[config.mk]
export PLATFORM = sky130hd
export DESIGN_NAME = cvbs_sync_gen
export DESIGN_NICKNAME = d
export VERILOG_FILES = /design/src/rtl/cvbs_sync_gen.sv
export SDC_FILE = /design/constraint.sdc
export NUM_CORES = 1
export LEC_CHECK = 0
export BUFFER_PORTS_ARGS = -buffer_cell sky130_fd_sc_hd__buf_2
export CAP_MARGIN = 20
export CORE_MARGIN = 5
export CORE_UTILIZATION = 50
export DETAILED_ROUTE_END_ITERATION = 7
export PLACE_DENSITY = 0.82
export SLEW_MARGIN = 0
export SYNTH_ARGS = -nofsm -noshare
export SYNTH_HDL_FRONTEND = slang
export SYNTH_SLANG_ARGS = --single-unit
[constraint.sdc]
create_clock -name clk -period 1.9 [get_ports clk]
set_clock_uncertainty 0.2 [all_clocks]
set_input_delay 0.57 -clock clk [delete_from_list [all_inputs] [get_ports clk]]
set_output_delay 0.57 -clock clk [all_outputs]
set_load 0.02 [all_outputs]
[src/rtl/cvbs_sync_gen.sv]
// rtl/cvbs_sync_gen.sv - PAL-timed progressive composite-video sync and level generator
//
// Walks a line/field raster and emits the 6-bit CVBS sample stream: sync tip,
// black/blanking, and active video clamped to BLACK_LEVEL..BLACK_LEVEL+VIDEO_SPAN.
// Stage 1 decodes the counters into a line region, stage 2 registers levels.
// Counter-to-sample latency is two ce cycles; pixel_req leads sample by one.
//
// Ports:
//   clk         - sample clock (24 MHz)
//   reset_n     - asynchronous active-low reset
//   ce          - clock enable, all state advances only when high
//   video[5:0]  - unsigned pixel value, sampled on ce cycles with pixel_req=1
//   pixel_req   - pixel request, one ce cycle ahead of the matching sample
//   sample[5:0] - CVBS level to the DAC path
//   hsync       - composite sync, active low, aligned with sample
//   vsync       - field sync, active low, aligned with sample
//   field_start - one-ce-cycle pulse on the first sample of line 0
//
// Optional feature: define CVBS_SERRATION_EN to split each vsync line into two
// serrated half-line broad pulses instead of one broad pulse per line.

module cvbs_sync_gen #(
    parameter int LINE_CLKS       = 1536,
    parameter int HSYNC_CLKS      = 113,
    parameter int BACKPORCH_CLKS  = 137,
    parameter int FRONTPORCH_CLKS = 40,
    parameter int LINES           = 312,
    parameter int VSYNC_LINES     = 3,
    parameter int BLANK_LINES     = 23,
    parameter int SYNC_LEVEL      = 0,
    parameter int BLACK_LEVEL     = 16,
    parameter int VIDEO_SPAN      = 24
) (
    input  logic       clk,
    input  logic       reset_n,
    input  logic       ce,
    input  logic [5:0] video,
    output logic       pixel_req,
    output logic [5:0] sample,
    output logic       hsync,
    output logic       vsync,
    output logic       field_start
);

    localparam logic [10:0] H_LAST        = 11'(LINE_CLKS - 1);
    localparam logic [10:0] H_SYNC_END    = 11'(HSYNC_CLKS);
    localparam logic [10:0] H_ACT_START   = 11'(HSYNC_CLKS + BACKPORCH_CLKS);
    localparam logic [10:0] H_ACT_END     = 11'(LINE_CLKS - FRONTPORCH_CLKS);
    localparam logic [10:0] H_BROAD_END   = 11'(LINE_CLKS - HSYNC_CLKS);
    localparam logic [10:0] V_LAST        = 11'(LINES - 1);
    localparam logic [10:0] V_SYNC_END    = 11'(VSYNC_LINES);
    localparam logic [10:0] V_VIDEO_START = 11'(BLANK_LINES);
`ifdef CVBS_SERRATION_EN
    localparam logic [10:0] H_HALF           = 11'(LINE_CLKS / 2);
    localparam logic [10:0] H_HALF_BROAD_END = 11'(LINE_CLKS / 2 - HSYNC_CLKS);
`endif

    localparam logic [5:0] LVL_SYNC  = 6'(SYNC_LEVEL);
    localparam logic [5:0] LVL_BLACK = 6'(BLACK_LEVEL);
    localparam logic [5:0] LVL_SPAN  = 6'(VIDEO_SPAN);

    typedef enum logic [2:0] {
        R_SYNC,
        R_BACKPORCH,
        R_ACTIVE,
        R_FRONTPORCH,
        R_BROAD_LO,
        R_BROAD_HI
    } region_t;

    logic [10:0] h_cnt;
    logic [10:0] v_cnt;

    region_t region, region_next;
    logic    pixel_req_next;
    logic    s1_hsync_n, s1_hsync_n_next;
    logic    s1_vsync_n;
    logic    s1_first;

    logic [5:0] level_next;
    logic [5:0] video_lim;
    logic [6:0] video_sum;

    // Raster counters
    always_ff @(posedge clk or negedge reset_n) begin
        if (!reset_n) begin
            h_cnt <= '0;
            v_cnt <= '0;
        end else if (ce) begin
            if (h_cnt == H_LAST) begin
                h_cnt <= '0;
                v_cnt <= (v_cnt == V_LAST) ? '0 : v_cnt + 11'd1;
            end else begin
                h_cnt <= h_cnt + 11'd1;
            end
        end
    end

    // Next-state decode: region of the current counter position
    always_comb begin
        region_next = R_FRONTPORCH;
        if (v_cnt < V_SYNC_END) begin
`ifdef CVBS_SERRATION_EN
            if ((h_cnt < H_HALF_BROAD_END) ||
                ((h_cnt >= H_HALF) && (h_cnt < H_BROAD_END)))
                region_next = R_BROAD_LO;
            else
                region_next = R_BROAD_HI;
`else
            if (h_cnt < H_BROAD_END)
                region_next = R_BROAD_LO;
            else
                region_next = R_BROAD_HI;
`endif
        end else if (h_cnt < H_SYNC_END) begin
            region_next = R_SYNC;
        end else if (h_cnt < H_ACT_START) begin
            region_next = R_BACKPORCH;
        end else if (h_cnt < H_ACT_END) begin
            region_next = R_ACTIVE;
        end else begin
            region_next = R_FRONTPORCH;
        end
        pixel_req_next  = (region_next == R_ACTIVE) && (v_cnt >= V_VIDEO_START);
        s1_hsync_n_next = !((region_next == R_SYNC) || (region_next == R_BROAD_LO));
    end

    // Stage 1 state register
    always_ff @(posedge clk or negedge reset_n) begin
        if (!reset_n) begin
            region     <= R_FRONTPORCH;
            pixel_req  <= 1'b0;
            s1_hsync_n <= 1'b1;
            s1_vsync_n <= 1'b1;
            s1_first   <= 1'b0;
        end else if (ce) begin
            region     <= region_next;
            pixel_req  <= pixel_req_next;
            s1_hsync_n <= s1_hsync_n_next;
            s1_vsync_n <= !(v_cnt < V_SYNC_END);
            s1_first   <= (h_cnt == '0) && (v_cnt == '0);
        end
    end

    // Output decode; video is only looked at while a pixel is requested so
    // an undefined input outside the window never reaches sample
    always_comb begin
        video_lim  = (video > LVL_SPAN) ? LVL_SPAN : video;
        video_sum  = {1'b0, LVL_BLACK} + {1'b0, video_lim};
        level_next = LVL_BLACK;
        case (region)
            R_SYNC, R_BROAD_LO: level_next = LVL_SYNC;
            R_ACTIVE:           level_next = pixel_req ? video_sum[5:0] : LVL_BLACK;
            default:            level_next = LVL_BLACK;
        endcase
    end

    // Stage 2 output registers
    always_ff @(posedge clk or negedge reset_n) begin
        if (!reset_n) begin
            sample      <= LVL_BLACK;
            hsync       <= 1'b1;
            vsync       <= 1'b1;
            field_start <= 1'b0;
        end else if (ce) begin
            sample      <= level_next;
            hsync       <= s1_hsync_n;
            vsync       <= s1_vsync_n;
            field_start <= s1_first;
        end
    end

endmodule

==> flow_summary.json, run 1 <==
{
  "synth_top_area_share": 0.390,
  "antenna_left": 0,
  "synth_warnings": 0,
  "fmax_ghz": 0.539,
  "core_area_um2": 3910,
  "swShare": 0.295,
  "rsz0062_at_grt": "true",
  "rows": 23,
  "seq_power_share": 0.459,
  "avgViaCountPerCell": 5.55,
  "synth_seq_cells": 38,
  "cp.required_ps": 1930,
  "drt_iter0_markers": 86,
  "cts_buffers": 5,
  "grt_pass1_vias": 1669,
  "cts_buffer_depth": 2,
  "cts-root-buf": "clkbuf_8",
  "p_leak_nw": 1.11,
  "cts_setup_buffers": 0,
  "nNetsFinal": 257,
  "die_x_um": 73.0,
  "syn2layout_area_growth_pct": 22.5,
  "setup_viol": 0,
  "synth_top_cell_by_area": "dfrtp_1",
  "vias": 1637,
  "clock_power_share": 0.332,
  "critical_path_arrival_ps": 1880,
  "hold_violations": 0,
  "fillers": 314,
  "antenna_cells": 0,
  "peakVddDrop_v": 0.000446,
  "max_slew.worst_pin.slew_ps": 474,
  "numClockSinks": 38,
  "endpoint_kind": "register",
  "pwr-share-comb": 0.209,
  "die_y_um": 73.0,
  "crit_type": "reg2reg",
  "synthCells": 204,
  "hp-class": "in2async",
  "crit_fanout": 5,
  "cp-start-kind": "register",
  "yosysUniqueCellTypes": 44,
  "fin_setup_tns_ps": 0,
  "max_slew_margin": 0.681,
  "drv_cap": 0,
  "drt-wirelength-per-cell_um": 14.3,
  "met3_length_um": 210,
  "drive_gt1_frac": 0.302,
  "grt_pass1_wl_um": 7400,
  "power.density_nw_per_um2": 840,
  "drv_slew": 0,
  "cts_tree": "built",
  "fin_crit_ps": 1850,
  "dr_wl_met2_um": 2110,
  "final_core_util": 0.622,
  "io_pins": 19,
  "met1_length_um": 1810,
  "overflow": 0,
  "multiInputGateArea_um2": 958,
  "syn_nets": 217,
  "p_int_w": 0.00144,
  "drtPass1Iterations": 6,
  "path_clk_slew_ps": 70,
  "drc_errors": 0,
  "p_sw_w": 0.000603,
  "syn_area_um2": 1990,
  "wl_um": 4230,
  "place_hpwl_um": 2970,
  "grt_usage": 0.179,
  "gp_congestion": 0.904,
  "antenna_found_initial": 0,
  "cts_max_level": 2,
  "ys_top_cells_by_area": "dfrtp_1 (39%), dfstp_2 (9.3%), xnor2_1 (4.0%)",
  "grt_max_degree": 39,
  "start_util": 0.508,
  "status": "complete, no violations",
  "clkLatencyLatePin_ps": 300,
  "io_buffers": 18,
  "routed.top_layer": "met4",
  "ys_seq_area_frac": 0.483,
  "finalCritPeriodShare": 0.976,
  "die_area_um2": 5330,
  "seqCellArea_um2": 961,
  "syn_avg_cell_area_um2": 9.74
}
## cell type report
| cell class | instances | share of cell area |
|---|---|---|
| clock inverter | 3 | 0.0165 |
| sequential | 38 | 0.395 |
| tap | 50 | 0.0257 |
| clock buffer | 5 | 0.0283 |
| inverter | 16 | 0.0247 |
| timing repair buffer | 42 | 0.116 |
| multi-input combinational | 141 | 0.394 |
## state kept, by name (all words and copies together) (netlist names), 3 cells and up
register,cells
sample,6
v_cnt,11
h_cnt,11
region,3
## Yosys cell counts
cell / number
nor3_1: 9
a2111oi_0: 1
or3_1: 1
o21ai_0: 15
and4_1: 1
nor4_2: 1
mux2i_1: 2
clkbuf_1: 3
buf_2: 3
o311a_1: 1
nand2_1: 13
dfrtp_1: 31
mux2_2: 6
or3b_2: 1
and2_1: 1
nand4_4: 1
nand3b_1: 1
xor2_1: 4
nor4_1: 5
a21oi_1: 8
xnor2_1: 9
a31oi_1: 1
a41o_1: 1
buf_1: 1
or3_4: 1
or2_2: 1
nor2_1: 13
ha_1: 4
nand4_1: 8
o22ai_1: 4
nand4b_1: 1
nand3_1: 13
buf_6: 1
nor3_2: 1
buf_4: 1
inv_1: 16
nand4_2: 1
o21a_1: 1
o311ai_0: 1
nand2b_1: 1
dfstp_2: 7
nor2b_1: 2
o211ai_1: 3
and3_1: 4
## layer usage
metal,track usage,vias to the layer above
met3,0.0441,13
met1,0.217,776
met5,0,-
li1,-,805
met2,0.302,43
met4,0.0717,0
## cell usage in the layout, fill, tap and decap left out, drive strengths merged, types with 2 or more instances in the layout
| cell | netlist | layout |
|---|---|---|
| nand2 | 13 | 13 |
| a21oi | 8 | 8 |
| nand4 | 10 | 10 |
| mux2 | 6 | 6 |
| nand3 | 13 | 13 |
| nor3 | 10 | 10 |
| xnor2 | 9 | 9 |
| nor2b | 2 | 2 |
| buf | 6 | 42 |
| clkinv | 0 | 2 |
| or3 | 2 | 2 |
| nor2 | 13 | 13 |
| and3 | 4 | 4 |
| xor2 | 4 | 4 |
| o211ai | 3 | 3 |
| o22ai | 4 | 4 |
| dfstp | 7 | 7 |
| clkbuf | 3 | 5 |
| inv | 16 | 16 |
| nor4 | 6 | 6 |
| ha | 4 | 4 |
| mux2i | 2 | 2 |
| o21ai | 15 | 15 |
| dfrtp | 31 | 31 |
## per-stage QoR
stage | hold WS [ps] | std cells | total power [W] | cell area (um2) | worst slack, ps
after floorplan | 74.4 | 204 | 0.00121 | 2000 | 21.9
after detailed placement | 273 | 287 | 0.00136 | 2290 | -65.9
after CTS | 28.3 | 295 | 0.00204 | 2400 | 11.5
after global routing | 31.9 | 295 | 0.00215 | 2430 | -31.8
final | 22.7 | 295 | 0.00204 | 2430 | 46.1
after global placement | 268 | 287 | 0.00133 | 2290 | -24.8
## logic make-up after synthesis
group / count (synthesis) / synth area share
compound gates: 36 / 0.108
mux: 8 / 0.0441
xor+xnor: 13 / 0.0573
simple gates: 80 / 0.228
fa+ha+maj: 4 / 0.0252
flops: 38 / 0.483
buf+inv: 25 / 0.0548
## path summary, 6_finish.rpt
kind | from | end | slack [ps] | depth (start not counted)
worst max register to register | h_cnt[9] | pixel_req | 50 | 5
worst min-delay path | reset_n | v_cnt[10] | 20 | 2
worst max-delay path | h_cnt[9] | pixel_req | 50 | 5
min in group clk | s1_hsync_n | s1_hsync_n | 290 | 2
max in group asynchronous | reset_n | sample[4] | 1210 | 2
worst min register to register | s1_hsync_n | s1_hsync_n | 290 | 2
## critical path, stage by stage (launching register included)
cell,delay [ps]
dfrtp_1,380
buf_4,150
nor4_1,460
o21ai_0,230
o21ai_0,170
a41o_1,210
## power groups by stage
stage / Clock (W) / Combinational (W) / Sequential (W)
floorplan: 0 / 0.000272 / 0.000940
global placement: 0 / 0.000390 / 0.000942
detailed placement: 0 / 0.000410 / 0.000948
CTS: 0.000692 / 0.000418 / 0.000933
global route: 0.000732 / 0.000472 / 0.000948
finish: 0.000678 / 0.000427 / 0.000938
## timing repair
item / in CTS / in global routing
gates resized for setup: 0 / 7
setup endpoints to repair: 0 / 11
hold buffers: 0 / 0
No activity file was read; power rests on OpenSTA's default activity.
==> run 2, diff against run 1 <==
--- a/config.mk
+++ b/config.mk
@@ -8,9 +8,9 @@
 export BUFFER_PORTS_ARGS = -buffer_cell sky130_fd_sc_hd__buf_2
 export CAP_MARGIN = 20
 export CORE_MARGIN = 5
-export CORE_UTILIZATION = 50
+export CORE_UTILIZATION = 52
 export DETAILED_ROUTE_END_ITERATION = 7
-export PLACE_DENSITY = 0.82
+export PLACE_DENSITY = 0.84
 export SLEW_MARGIN = 0
 export SYNTH_ARGS = -nofsm -noshare
 export SYNTH_HDL_FRONTEND = slang
==> run 2 against run 1 <==
Compared with the run above: sequential cell count is the same; setup slack improved by 15 ps; largest cell class unchanged; critical path depth unchanged; register-to-register slack better by 20 ps; sequential share of layout area increased by 0.52 points; first-iteration DRC count increased by 1.2%.
==> flow_summary.json, run 2 (synthesized netlist as in run 1, its figures left out) <==
{
  "cts_tree": "built",
  "io_buffers": 18,
  "drc_errors": 0,
  "cp.required_ps": 1910,
  "setup_viol": 0,
  "fin_setup_tns_ps": 0,
  "finalCritPeriodShare": 0.968,
  "grt_max_degree": 22,
  "seqCellArea_um2": 960,
  "crit_fanout": 4,
  "avgViaCountPerCell": 5.63,
  "crit_path_max_incr_delay_ps": 430,
  "overflow": 0,
  "postLayoutSetupSlackWorst_ps": 61.3,
  "hp-class": "in2async",
  "cts_buffers": 5,
  "final_cell_mix": "dfrtp_1 (31), buf_4 (23), buf_2 (18)",
  "die_x_um": 71.8,
  "cts-root-buf": "clkbuf_8",
  "drt-wirelength-per-cell_um": 14.4,
  "antenna_found_initial": 0,
  "syn2layout_area_growth_pct": 20.7,
  "dpl_worst_slack_ps": -76.3,
  "crit_type": "reg2reg",
  "io_pins": 19,
  "clkLatencyLatePin_ps": 290,
  "core_area_um2": 3690,
  "cts_buffer_depth": 2,
  "die_y_um": 71.8,
  "drv_cap": 0,
  "start_util": 0.539,
  "endpoint_kind": "register",
  "whs_ps": 9.29,
  "antenna_cells": 0,
  "peakVddDrop_v": 0.000443,
  "power.density_nw_per_um2": 782,
  "final_core_util": 0.650,
  "numClockSinks": 38,
  "cts_max_level": 2,
  "max_slew_margin": 0.726,
  "drt_iter0_markers": 87,
  "crit_family": "simple AND/OR/NAND/NOR gates",
  "drtPass1Iterations": 4,
  "grt_pass1_vias": 1525,
  "vias": 1649,
  "gp_congestion": 0.946,
  "worst-path-buf-inv": 0,
  "slowest_stage": "or3_4",
  "place_hpwl_um": 3140,
  "cp_cell_sequence": "ha_4 -> nand4_4 -> or3_4 -> or3_1 -> o21ai_0",
  "reg_top3": "h_cnt (11), v_cnt (11), sample (6)",
  "fin_crit_ps": 1840,
  "max_slew.worst_pin.slew_ps": 412,
  "rows": 22,
  "fmax_ghz": 0.544,
  "critical_path_arrival_ps": 1850,
  "drv_slew": 0,
  "path_clk_slew_ps": 80,
  "p_leak_nw": 1.10,
  "power_w": 0.00188,
  "grt_pass1_wl_um": 7080,
  "cp-start-kind": "register",
  "fillers": 314,
  "die_area_um2": 5160,
  "grt_usage": 0.177,
  "drive_gt1_frac": 0.290,
  "rsz0062_at_grt": "false",
  "status": "complete, no violations",
  "cts_setup_buffers": 0,
  "final_common_cell": "dfrtp_1",
  "antenna_left": 0,
  "hold_violations": 0,
  "wl_um": 4230,
  "multiInputGateArea_um2": 953,
  "nNetsFinal": 257
}
==> run 2: changes by cell type in the layout (fill, tap and decap cells not counted), sizes merged <==
cell    before  now
clkbuf       5    6
bufinv       1    0
==> run 2: what timing repair did <==
action | in CTS | in global routing
setup endpoints to repair | 0 | 4
hold buffers | 0 | 0
hold endpoints to repair | 0 | 0
gates resized for setup | 0 | 3
==> run 2: report_power, final <==
group          total [W]  internal [W]  switching [W]
clock           0.000532      0.000254       0.000278
combinational   0.000391      0.000169       0.000222
sequential      0.000954      0.000872      0.0000811
total            0.00188       0.00130       0.000581
==> run 2: area by class of cell <==
type	instances	area share
Inverter	16	0.0250
Tap cell	48	0.0250
Clock buffer	6	0.0303
Clock inverter	2	0.00417
Sequential cell	38	0.400
Multi-Input combinational cell	141	0.397
Timing Repair Buffer	42	0.118
==> run 2: per-stage QoR <==
| step | cell area (um2) | instances |
|---|---|---|
| 3_3_place_gp | 2290 | 285 |
| 5_1_grt | 2400 | 293 |
| 3_5_place_dp | 2290 | 285 |
| 6_report | 2400 | 293 |
| 2_1_floorplan | 2000 | 204 |
| 4_1_cts | 2370 | 293 |
==> run 2: worst paths after layout <==
kind,start,end,slack [ps],cells past startpoint
worst max-delay path,h_cnt[1],v_cnt[8],60,5
worst min-delay path,reset_n,pixel_req,9,1
worst max register to register,h_cnt[1],v_cnt[8],60,5
worst min register to register,s1_hsync_n,s1_hsync_n,290,2
max in group asynchronous,reset_n,region[0],970,2
min in group clk,s1_hsync_n,s1_hsync_n,290,2
==> run 2: per-layer routing <==
layer / share of wire / wire length [um] / GRT usage / vias up
met5: 0 / 0 / 0 / -
li1: - / - / - / 803
met4: 0.011 / 48 / 0.0501 / 0
met3: 0.051 / 216 / 0.0435 / 4
met1: 0.44 / 1880 / 0.232 / 804
met2: 0.49 / 2080 / 0.290 / 38
==> run 3, diff against run 2 <==
--- a/config.mk
+++ b/config.mk
@@ -7,7 +7,7 @@
 export LEC_CHECK = 0
 export BUFFER_PORTS_ARGS = -buffer_cell sky130_fd_sc_hd__buf_2
 export CAP_MARGIN = 20
-export CORE_MARGIN = 5
+export CORE_MARGIN = 2
 export CORE_UTILIZATION = 52
 export DETAILED_ROUTE_END_ITERATION = 7
 export PLACE_DENSITY = 0.84
==> run 3 against run 2 <==
Compared with the run above: cell count is 1.7% higher; critical endpoint is now v_cnt[4]; critical path type unchanged; sequential share of layout area is 0.86 points lower; count of clock-buffer cells in the layout increased by 1; register-to-register slack hardly changed; clock power is 6.4% higher.
==> flow_summary.json, run 3 (synthesized netlist as in run 1, its figures left out) <==
{
  "dp_cells": 286,
  "fin_setup_tns_ps": 0,
  "power.density_nw_per_um2": 792,
  "overflow": 0,
  "antenna_left": 0,
  "cp-start-kind": "register",
  "status": "complete, no violations",
  "cts-root-buf": "clkbuf_8",
  "critical_path_arrival_ps": 1800,
  "seqCellArea_um2": 962,
  "place_area_um2": 2300,
  "cts_buffer_depth": 2,
  "hold_violations": 0,
  "crit_family": "simple AND/OR/NAND/NOR gates",
  "vias": 1683,
  "hp-class": "reg2reg",
  "io_pins": 19,
  "crit_type": "reg2reg",
  "start_util": 0.543,
  "cts_max_level": 2,
  "cp.required_ps": 1860,
  "p_leak_nw": 1.12,
  "setup_viol": 0,
  "wl_um": 4620,
  "drive_gt1_frac": 0.316,
  "fmax_ghz": 0.543,
  "syn2layout_area_growth_pct": 23.7,
  "crit_fanout": 4,
  "grt_pass1_vias": 1640,
  "slowest_stage": "or3_4",
  "clkLatencyLatePin_ps": 300,
  "stdcell_area_um2": 2460,
  "fillers": 282,
  "final_common_cell": "dfrtp_1",
  "endpoint_kind": "register",
  "die_y_um": 65.8,
  "gp_congestion": 0.888,
  "die_area_um2": 4330,
  "grt_pass1_wl_um": 7290,
  "max_slew.worst_pin.slew_ps": 385,
  "die_x_um": 65.8,
  "fin_crit_ps": 1840,
  "path_clk_slew_ps": 70,
  "final_cell_mix": "dfrtp_1 (29), buf_4 (27), buf_2 (18)",
  "nNetsFinal": 262,
  "worst-path-buf-inv": 1,
  "cp_cell_sequence": "ha_4 -> nand4_4 -> or3_4 -> buf_4 -> a21oi_2 -> o21ai_0",
  "stdcell_count": 298,
  "drt-wirelength-per-cell_um": 15.5,
  "grt_max_degree": 24,
  "drc_errors": 0,
  "drtPass1Iterations": 4,
  "avgViaCountPerCell": 5.65,
  "cts_buffers": 5,
  "core_area_um2": 3660,
  "max_slew_margin": 0.744,
  "multiInputGateArea_um2": 961,
  "numClockSinks": 38,
  "drv_cap": 0,
  "finalCritPeriodShare": 0.969,
  "antenna_found_initial": 0,
  "rows": 22,
  "reg_top3": "h_cnt (11), v_cnt (11), sample (6)",
  "drv_slew": 0,
  "place_hpwl_um": 3110,
  "drt_iter0_markers": 145,
  "whs_ps": 302,
  "peakVddDrop_v": 0.000371,
  "final_core_util": 0.671,
  "io_buffers": 18,
  "crit_path_max_incr_delay_ps": 420,
  "cts_tree": "built",
  "antenna_cells": 0,
  "grt_usage": 0.224
}
-- run 3: cell types whose count changed in the layout (fill, tap and decap cells not counted), sizes merged --
| cell | previous run | this run |
|---|---|---|
| buf | 42 | 46 |
| dlygate4sd3 | 0 | 1 |
| clkbuf | 6 | 7 |
| clkinv | 2 | 1 |
-- run 3: final cells by class --
cell class,instances,area share
inverter,16,0.0244
timing repair buffer,47,0.131
clock inverter,1,0.00204
sequential,38,0.392
multi-input combinational,141,0.391
clock buffer,7,0.0351
tap,48,0.0244
-- run 3: what timing repair did --
| action | 4_1_cts | 5_1_grt |
|---|---|---|
| resized for setup | 0 | 10 |
| endpoints found under the hold margin | 10 | 0 |
| buffers inserted | 0 | 3 |
| hold buffers | 1 | 0 |
| endpoints found under the setup margin | 0 | 6 |
-- run 3: where the power goes --
group          leakage (nW)  switching [W]  internal (W)
logic                 0.606       0.000250      0.000189
registers             0.465      0.0000675      0.000874
clock network        0.0482       0.000274      0.000292
total                  1.12       0.000591       0.00136
-- run 3: final timing paths --
check / from / endpoint / slack, ps / cells past startpoint
setup reg to reg: h_cnt[0] / v_cnt[4] / 60 / 6
min in group asynchronous: reset_n / sample[2] / 530 / 2
max in group asynchronous: reset_n / hsync / 460 / 3
setup / recovery: h_cnt[0] / v_cnt[4] / 60 / 6
hold reg to reg: s1_hsync_n / s1_hsync_n / 300 / 2
hold / removal: s1_hsync_n / s1_hsync_n / 300 / 2
-- run 3: per-stage QoR --
step | worst slack, ps | total power [W]
3_3_place_gp | -7.06 | 0.00133
6_report | 59.7 | 0.00195
5_1_grt | -18.4 | 0.00204
3_5_place_dp | -55.3 | 0.00135
2_1_floorplan | 21.9 | 0.00121
4_1_cts | 43.0 | 0.00192
-- run 3: worst reg2reg max path, delay by kind of cell, from the launching register on --
family | cells | cell delay (ps)
adders and majority gates | 1 | 180
buffers and inverters | 1 | 150
DFF | 1 | 400
AOI/OAI and AO/OA | 2 | 230
and+or+nand+nor | 2 | 550
-- run 3: per-layer routing --
metal	vias to the layer above	track usage	wire, um
met4	0	0.117	153
li1	822	-	-
met1	802	0.281	1930
met2	46	0.365	2350
met3	13	0.0426	179
met5	-	0	0
